===== config.mk =====
export PLATFORM = sky130hd
export DESIGN_NAME = dma_bus_arbiter_flat
export DESIGN_NICKNAME = d
export VERILOG_FILES = /design/src/rtl/dma_bus_arbiter_if.sv /design/src/rtl/dma_bus_arbiter.sv /design/src/flat_wrapper.sv
export SDC_FILE = /design/constraint.sdc
export NUM_CORES = 1
export LEC_CHECK = 0
export BUFFER_PORTS_ARGS = -buffer_cell sky130_fd_sc_hd__buf_2
export CAP_MARGIN = 20
export CORE_AREA = 2 2 63 65
export CTS_BUF_LIST = sky130_fd_sc_hd__clkbuf_16
export DETAILED_ROUTE_END_ITERATION = 16
export DIE_AREA = 0 0 65 67
export SKIP_LAST_GASP = 1
export SYNTH_ARGS = -nofsm -noshare
export SYNTH_HDL_FRONTEND = slang
export SYNTH_SLANG_ARGS = --single-unit

===== constraint.sdc =====
create_clock -name clk -period 2.1 [get_ports clk]
set_input_delay 0.21 -clock clk [delete_from_list [all_inputs] [get_ports clk]]
set_output_delay 0.21 -clock clk [all_outputs]
set_load 0.02 [all_outputs]

===== src/rtl/dma_bus_arbiter_if.sv =====
// Ownership handshake for the shared data-memory port: D-cache request/grant,
// per-channel DMA request/grant, burst control and the CPU stall counter.
interface dma_bus_arbiter_if #(
   parameter int unsigned WORD_SIZE = 16,
   parameter int unsigned NUM_CH    = 2,
   parameter int unsigned ID_W      = 1
);
   logic                 cpu_req;
   logic                 cpu_busy;
   logic                 cpu_gnt;
   logic [NUM_CH-1:0]    br;
   logic [NUM_CH-1:0]    bg;
   logic                 dma_beat;
   logic                 mode;
   logic [ID_W-1:0]      grant_id;
   logic                 stall_clr;
   logic [WORD_SIZE-1:0] stall_cycles;

   modport master (
      input  cpu_req, cpu_busy, br, dma_beat, mode, stall_clr,
      output cpu_gnt, bg, grant_id, stall_cycles
   );

   modport slave (
      output cpu_req, cpu_busy, br, dma_beat, mode, stall_clr,
      input  cpu_gnt, bg, grant_id, stall_cycles
   );
endinterface


===== src/rtl/dma_bus_arbiter.sv =====
// Round-robin owner arbiter for the shared data-memory port. The CPU is the default
// owner; DMA channels get the bus through dead HANDOFF/RETURN cycles.
module dma_bus_arbiter #(
   parameter int unsigned WORD_SIZE = 16,
   parameter int unsigned NUM_CH    = 2,
   parameter int unsigned ID_W      = 1,
   parameter int unsigned MAX_BURST = 4
) (
   input logic               clk,
   input logic               reset_n,
   dma_bus_arbiter_if.master bus
);
   localparam int unsigned BC_W = $clog2(MAX_BURST + 1);

   typedef enum logic [1:0] {S_CPU, S_HANDOFF, S_DMA, S_RETURN} state_t;

   state_t               state, state_nx;
   logic [ID_W-1:0]      grant_id, grant_id_nx;
   logic [ID_W-1:0]      last, last_nx;
   logic [ID_W-1:0]      winner;
   logic                 winner_vld;
   logic [BC_W-1:0]      beat_cnt, beat_cnt_nx;
   logic                 cpu_gnt, cpu_gnt_nx;
   logic [NUM_CH-1:0]    bg, bg_nx;
   logic [WORD_SIZE-1:0] stall_cycles, stall_nx;
   logic                 br_gid;
   logic                 burst_done;
   int unsigned          idx;

   assign br_gid = bus.br[grant_id];

   // Scan from last+1 with wrap; the descending loop leaves the nearest requester.
   always_comb begin
      winner     = last;
      winner_vld = 1'b0;
      idx        = 0;
      for (int unsigned i = NUM_CH; i != 0; i--) begin
         idx = (32'(last) + i) % NUM_CH;
         if (bus.br[idx]) begin
            winner     = ID_W'(idx);
            winner_vld = 1'b1;
         end
      end
   end

   // Cap reached already, or reached by the beat completing this cycle.
   assign burst_done = (beat_cnt >= BC_W'(MAX_BURST)) ||
                       (bus.dma_beat && (beat_cnt == BC_W'(MAX_BURST - 1)));

   always_comb begin
      state_nx    = state;
      grant_id_nx = grant_id;
      last_nx     = last;
      beat_cnt_nx = beat_cnt;
      case (state)
         S_CPU: begin
            if (winner_vld && !bus.cpu_busy) begin
               state_nx    = S_HANDOFF;
               grant_id_nx = winner;
            end
         end
         S_HANDOFF: begin
            if (br_gid) begin
               state_nx    = S_DMA;
               last_nx     = grant_id;
               beat_cnt_nx = '0;
            end else begin
               state_nx = S_RETURN;
            end
         end
         S_DMA: begin
            if (bus.dma_beat && (beat_cnt != BC_W'(MAX_BURST)))
               beat_cnt_nx = beat_cnt + BC_W'(1);
            if (!br_gid || (bus.mode && bus.dma_beat) || (bus.cpu_req && burst_done))
               state_nx = S_RETURN;
         end
         S_RETURN: state_nx = S_CPU;
         default:  state_nx = S_CPU;
      endcase
   end

   // Grant outputs are decoded from the next state so they come straight off flops.
   always_comb begin
      cpu_gnt_nx = (state_nx == S_CPU);
      bg_nx      = '0;
      for (int unsigned c = 0; c < NUM_CH; c++)
         bg_nx[c] = (state_nx == S_DMA) && (grant_id_nx == ID_W'(c));
   end

   always_comb begin
      stall_nx = stall_cycles;
      if (bus.stall_clr)
         stall_nx = '0;
      else if (bus.cpu_req && !cpu_gnt && (stall_cycles != '1))
         stall_nx = stall_cycles + WORD_SIZE'(1);
   end

   always_ff @(posedge clk) begin
      if (!reset_n) begin
         state        <= S_CPU;
         grant_id     <= '0;
         last         <= ID_W'(NUM_CH - 1);
         beat_cnt     <= '0;
         cpu_gnt      <= 1'b1;
         bg           <= '0;
         stall_cycles <= '0;
      end else begin
         state        <= state_nx;
         grant_id     <= grant_id_nx;
         last         <= last_nx;
         beat_cnt     <= beat_cnt_nx;
         cpu_gnt      <= cpu_gnt_nx;
         bg           <= bg_nx;
         stall_cycles <= stall_nx;
      end
   end

   assign bus.cpu_gnt      = cpu_gnt;
   assign bus.bg           = bg;
   assign bus.grant_id     = grant_id;
   assign bus.stall_cycles = stall_cycles;
endmodule


===== src/flat_wrapper.sv =====
// flat-port wrapper written by rule: the top's interface ports become plain ports
module dma_bus_arbiter_flat 
#(
   parameter int unsigned WORD_SIZE = 16,
   parameter int unsigned NUM_CH    = 2,
   parameter int unsigned ID_W      = 1,
   parameter int unsigned MAX_BURST = 4
)
  (clk, reset_n, bus_cpu_req, bus_cpu_busy, bus_br, bus_dma_beat, bus_mode, bus_stall_clr, bus_cpu_gnt, bus_bg, bus_grant_id, bus_stall_cycles);
  dma_bus_arbiter_if #(.WORD_SIZE(WORD_SIZE), .NUM_CH(NUM_CH), .ID_W(ID_W)) bus_i ();
  input logic clk;
  input logic reset_n;
  input wire logic [$bits(bus_i.cpu_req)-1:0] bus_cpu_req;
  input wire logic [$bits(bus_i.cpu_busy)-1:0] bus_cpu_busy;
  input wire logic [$bits(bus_i.br)-1:0] bus_br;
  input wire logic [$bits(bus_i.dma_beat)-1:0] bus_dma_beat;
  input wire logic [$bits(bus_i.mode)-1:0] bus_mode;
  input wire logic [$bits(bus_i.stall_clr)-1:0] bus_stall_clr;
  output wire logic [$bits(bus_i.cpu_gnt)-1:0] bus_cpu_gnt;
  output wire logic [$bits(bus_i.bg)-1:0] bus_bg;
  output wire logic [$bits(bus_i.grant_id)-1:0] bus_grant_id;
  output wire logic [$bits(bus_i.stall_cycles)-1:0] bus_stall_cycles;
  assign bus_i.cpu_req = bus_cpu_req;
  assign bus_i.cpu_busy = bus_cpu_busy;
  assign bus_i.br = bus_br;
  assign bus_i.dma_beat = bus_dma_beat;
  assign bus_i.mode = bus_mode;
  assign bus_i.stall_clr = bus_stall_clr;
  assign bus_cpu_gnt = bus_i.cpu_gnt;
  assign bus_bg = bus_i.bg;
  assign bus_grant_id = bus_i.grant_id;
  assign bus_stall_cycles = bus_i.stall_cycles;
  dma_bus_arbiter #(.WORD_SIZE(WORD_SIZE), .NUM_CH(NUM_CH), .ID_W(ID_W), .MAX_BURST(MAX_BURST)) u_core (.clk(clk), .reset_n(reset_n), .bus(bus_i));
endmodule

==> results.json <==
{
  "postSynth.asyncResetShare_pct": 0,
  "ctsHoldBuffers": 0,
  "synthesis.area_um2": 1400,
  "path_clk_slew_ns": 0.07,
  "skew_ns": 0.00363,
  "root_buffer": "clkbuf_16",
  "grt_pass1_vias": 1198,
  "postLayoutCellArea_um2": 1680,
  "ios": 29,
  "cts_resized": 0,
  "relSlewSlack_pct": 60.1,
  "max-cap-violations": 0,
  "cts_max_path_buffers": 2,
  "cp.arrival_ns": 1.86,
  "io_buffers": 28,
  "syn-num-nets": 170,
  "dieArea_um2": 4360,
  "yosysTopAreaCellShare_pct": 37.1,
  "cts_tree": "done",
  "htreeDepth": 1,
  "setup_violations": 0,
  "required_ns": 2.28,
  "synthCells": 153,
  "final_net_count": 202,
  "synth.yosys.seq_area_share_pct": 37.1,
  "worst_pin_slew_ns": 0.599,
  "fin_total_pwr_w": 0.00119,
  "antenna_found_initial": 0,
  "postCtsSetupRepairBufs": 0,
  "leakage_nw": 0.668,
  "vias_per_cell": 5.52,
  "clock-sinks": 26,
  "drtIter0Drc": 76,
  "first_pass_iters": 4,
  "final_util_pct": 46.5,
  "startpoint_type": "flip-flop",
  "post-route-drc-count": 0,
  "rsz0062_at_grt": "no",
  "vias": 1275,
  "slew_violations": 0,
  "yosys-top-cells-area": "dfxtp_1 37%, ha_1 7.1%, a21oi_1 6.1%",
  "synth_edf_count": 0,
  "place_congestion": 0.781,
  "grt_pass1_wl_um": 5340,
  "initial_core_util_pct": 38.9,
  "synth_ff_type": "dfxtp_1",
  "ir_drop_mv": 0.341,
  "synth_cell_types": 42,
  "ys_warn_count": 0,
  "grtUsageTotal_pct": 15.8,
  "core_region_area_um2": 3610,
  "clk_latency_ns": 0.26,
  "overflow": 0,
  "power.density_nw_per_um2": 711,
  "criticalPathCategory": "reg2reg",
  "path_max_fanout": 6,
  "min_period_ns": 1.68,
  "area_growth_pct": 19.5,
  "hold_viol": 0,
  "routed_wl_um": 3170,
  "layout-drive-gt1-share_pct": 24.0,
  "whs_ns": 0.220,
  "dieWidth_um": 65,
  "wl_per_cell_um": 13.7,
  "hpwl_um": 2400,
  "setup.worst_path.end_class": "flip-flop",
  "fin_tns_setup_ns": 0,
  "dpl_cell_area_um2": 1600,
  "status": "complete, no violations",
  "num_rows": 22,
  "cts_buffers": 3,
  "max_freq_mhz": 595,
  "grt_max_degree": 15,
  "synth_top_area_cell": "dfxtp_1",
  "die_h_um": 67,
  "hold_class": "in2reg",
  "period_share_pct": 80.0,
  "n_antenna_cell": 0,
  "ant_nets": 0,
  "avgSynthCellArea_um2": 9.17,
  "ys_seq_elements": 26
}
## sequential cells by signal, summed over array words and instances, names as in the netlist
name	count
u_core.bus.stall_cycles	16
u_core.bus.grant_id	1
u_core.state	2
u_core.bus.cpu_gnt	1
u_core.last	1
u_core.beat_cnt	3
u_core.bus.bg	2
## routing by layer
metal | track usage (%) | wire, um
met2 | 27.2 | 1490
met1 | 19.3 | 1490
met5 | 0 | 0
met4 | 5.59 | 44
met3 | 3.55 | 152
## kinds of logic (layout without fill, tap and decap cells)
group,after synthesis,after routing,share of synthesized area [%]
and+or+nand+nor,60,60,29.0
AOI/OAI and AO/OA,45,45,21.2
xor gates and xnor gates,1,1,0.625
buffers and inverters,10,40,2.76
adders and majority gates,8,8,7.14
muxes,3,3,2.14
DFF,26,26,37.1
## cell usage in the layout (no fill, tap or decap), types with 2 or more instances in the layout
master and count:
ha_1 8, inv_1 8, mux2i_1 3, nand2b_1 6, nor3_1 2, o31ai_1 5, or4_1 4, nand3_1 5
and3_1 2, dfxtp_1 26, nor2_1 2, nor2b_1 3, a21oi_1 17, or3_1 8, o21ai_0 8, nand4_1 4
a21boi_0 2, and2_1 4, nand2_1 9, buf_2 28, and4_1 2, a21o_1 2, clkbuf_16 3, o21ai_1 3
## synth_stat cells (2+ instances only)
library cell	n
ha_1	8
o21ai_0	8
inv_1	8
o21ai_1	3
nor2b_1	3
nand4_1	4
a21boi_0	2
nand2b_1	6
or3_1	8
nand2_1	9
o31ai_1	5
dfxtp_1	26
mux2i_1	3
or4_1	4
a21o_1	2
and3_1	2
nand3_1	5
nor3_1	2
and4_1	2
a21oi_1	17
and2_1	4
nor2_1	2
## path summary, 6_finish.rpt
path | from | to | slack [ns] | cells past startpoint
worst max register to register | u_core.bus.stall_cycles[0]$_SDFFE_PP0P_ | u_core.bus.stall_cycles[6]$_SDFFE_PP0P_ | 0.42 | 5
worst max-delay path | u_core.bus.stall_cycles[0]$_SDFFE_PP0P_ | u_core.bus.stall_cycles[6]$_SDFFE_PP0P_ | 0.42 | 5
worst min-delay path | reset_n | u_core.bus.cpu_gnt$_SDFF_PN1_ | 0.22 | 2
worst min register to register | u_core.bus.stall_cycles[1]$_SDFFE_PP0P_ | u_core.bus.stall_cycles[1]$_SDFFE_PP0P_ | 0.52 | 2
## where the power goes
part	switching, W	internal [W]
Combinational	0.000134	0.0000926
Clock	0.000171	0.000252
Sequential	0.0000206	0.000522
## worst max-delay path, stage by stage (launching register included)
cell and delay (ns):
dfxtp_1 0.40, ha_1 0.24, and3_1 0.21, nand2_1 0.10
or4_1 0.49, a21oi_1 0.16
## layout make-up
type                            count  area, um^2
Inverter                            8        30.0
Sequential cell                    26         520
Multi-Input combinational cell    117         843
Clock buffer                        3        75.1
Timing Repair Buffer               29         148
Fill cell                         356        1930
Tap cell                           48        60.1
## stage by stage
stage | instances | setup slack (ns)
final | 231 | 0.419
after global placement | 228 | 0.521
after floorplan | 153 | 0.436
after global routing | 231 | 0.217
after detailed placement | 228 | 0.437
after CTS | 231 | 0.424
Note: power is estimated with default switching activity, not from simulation.
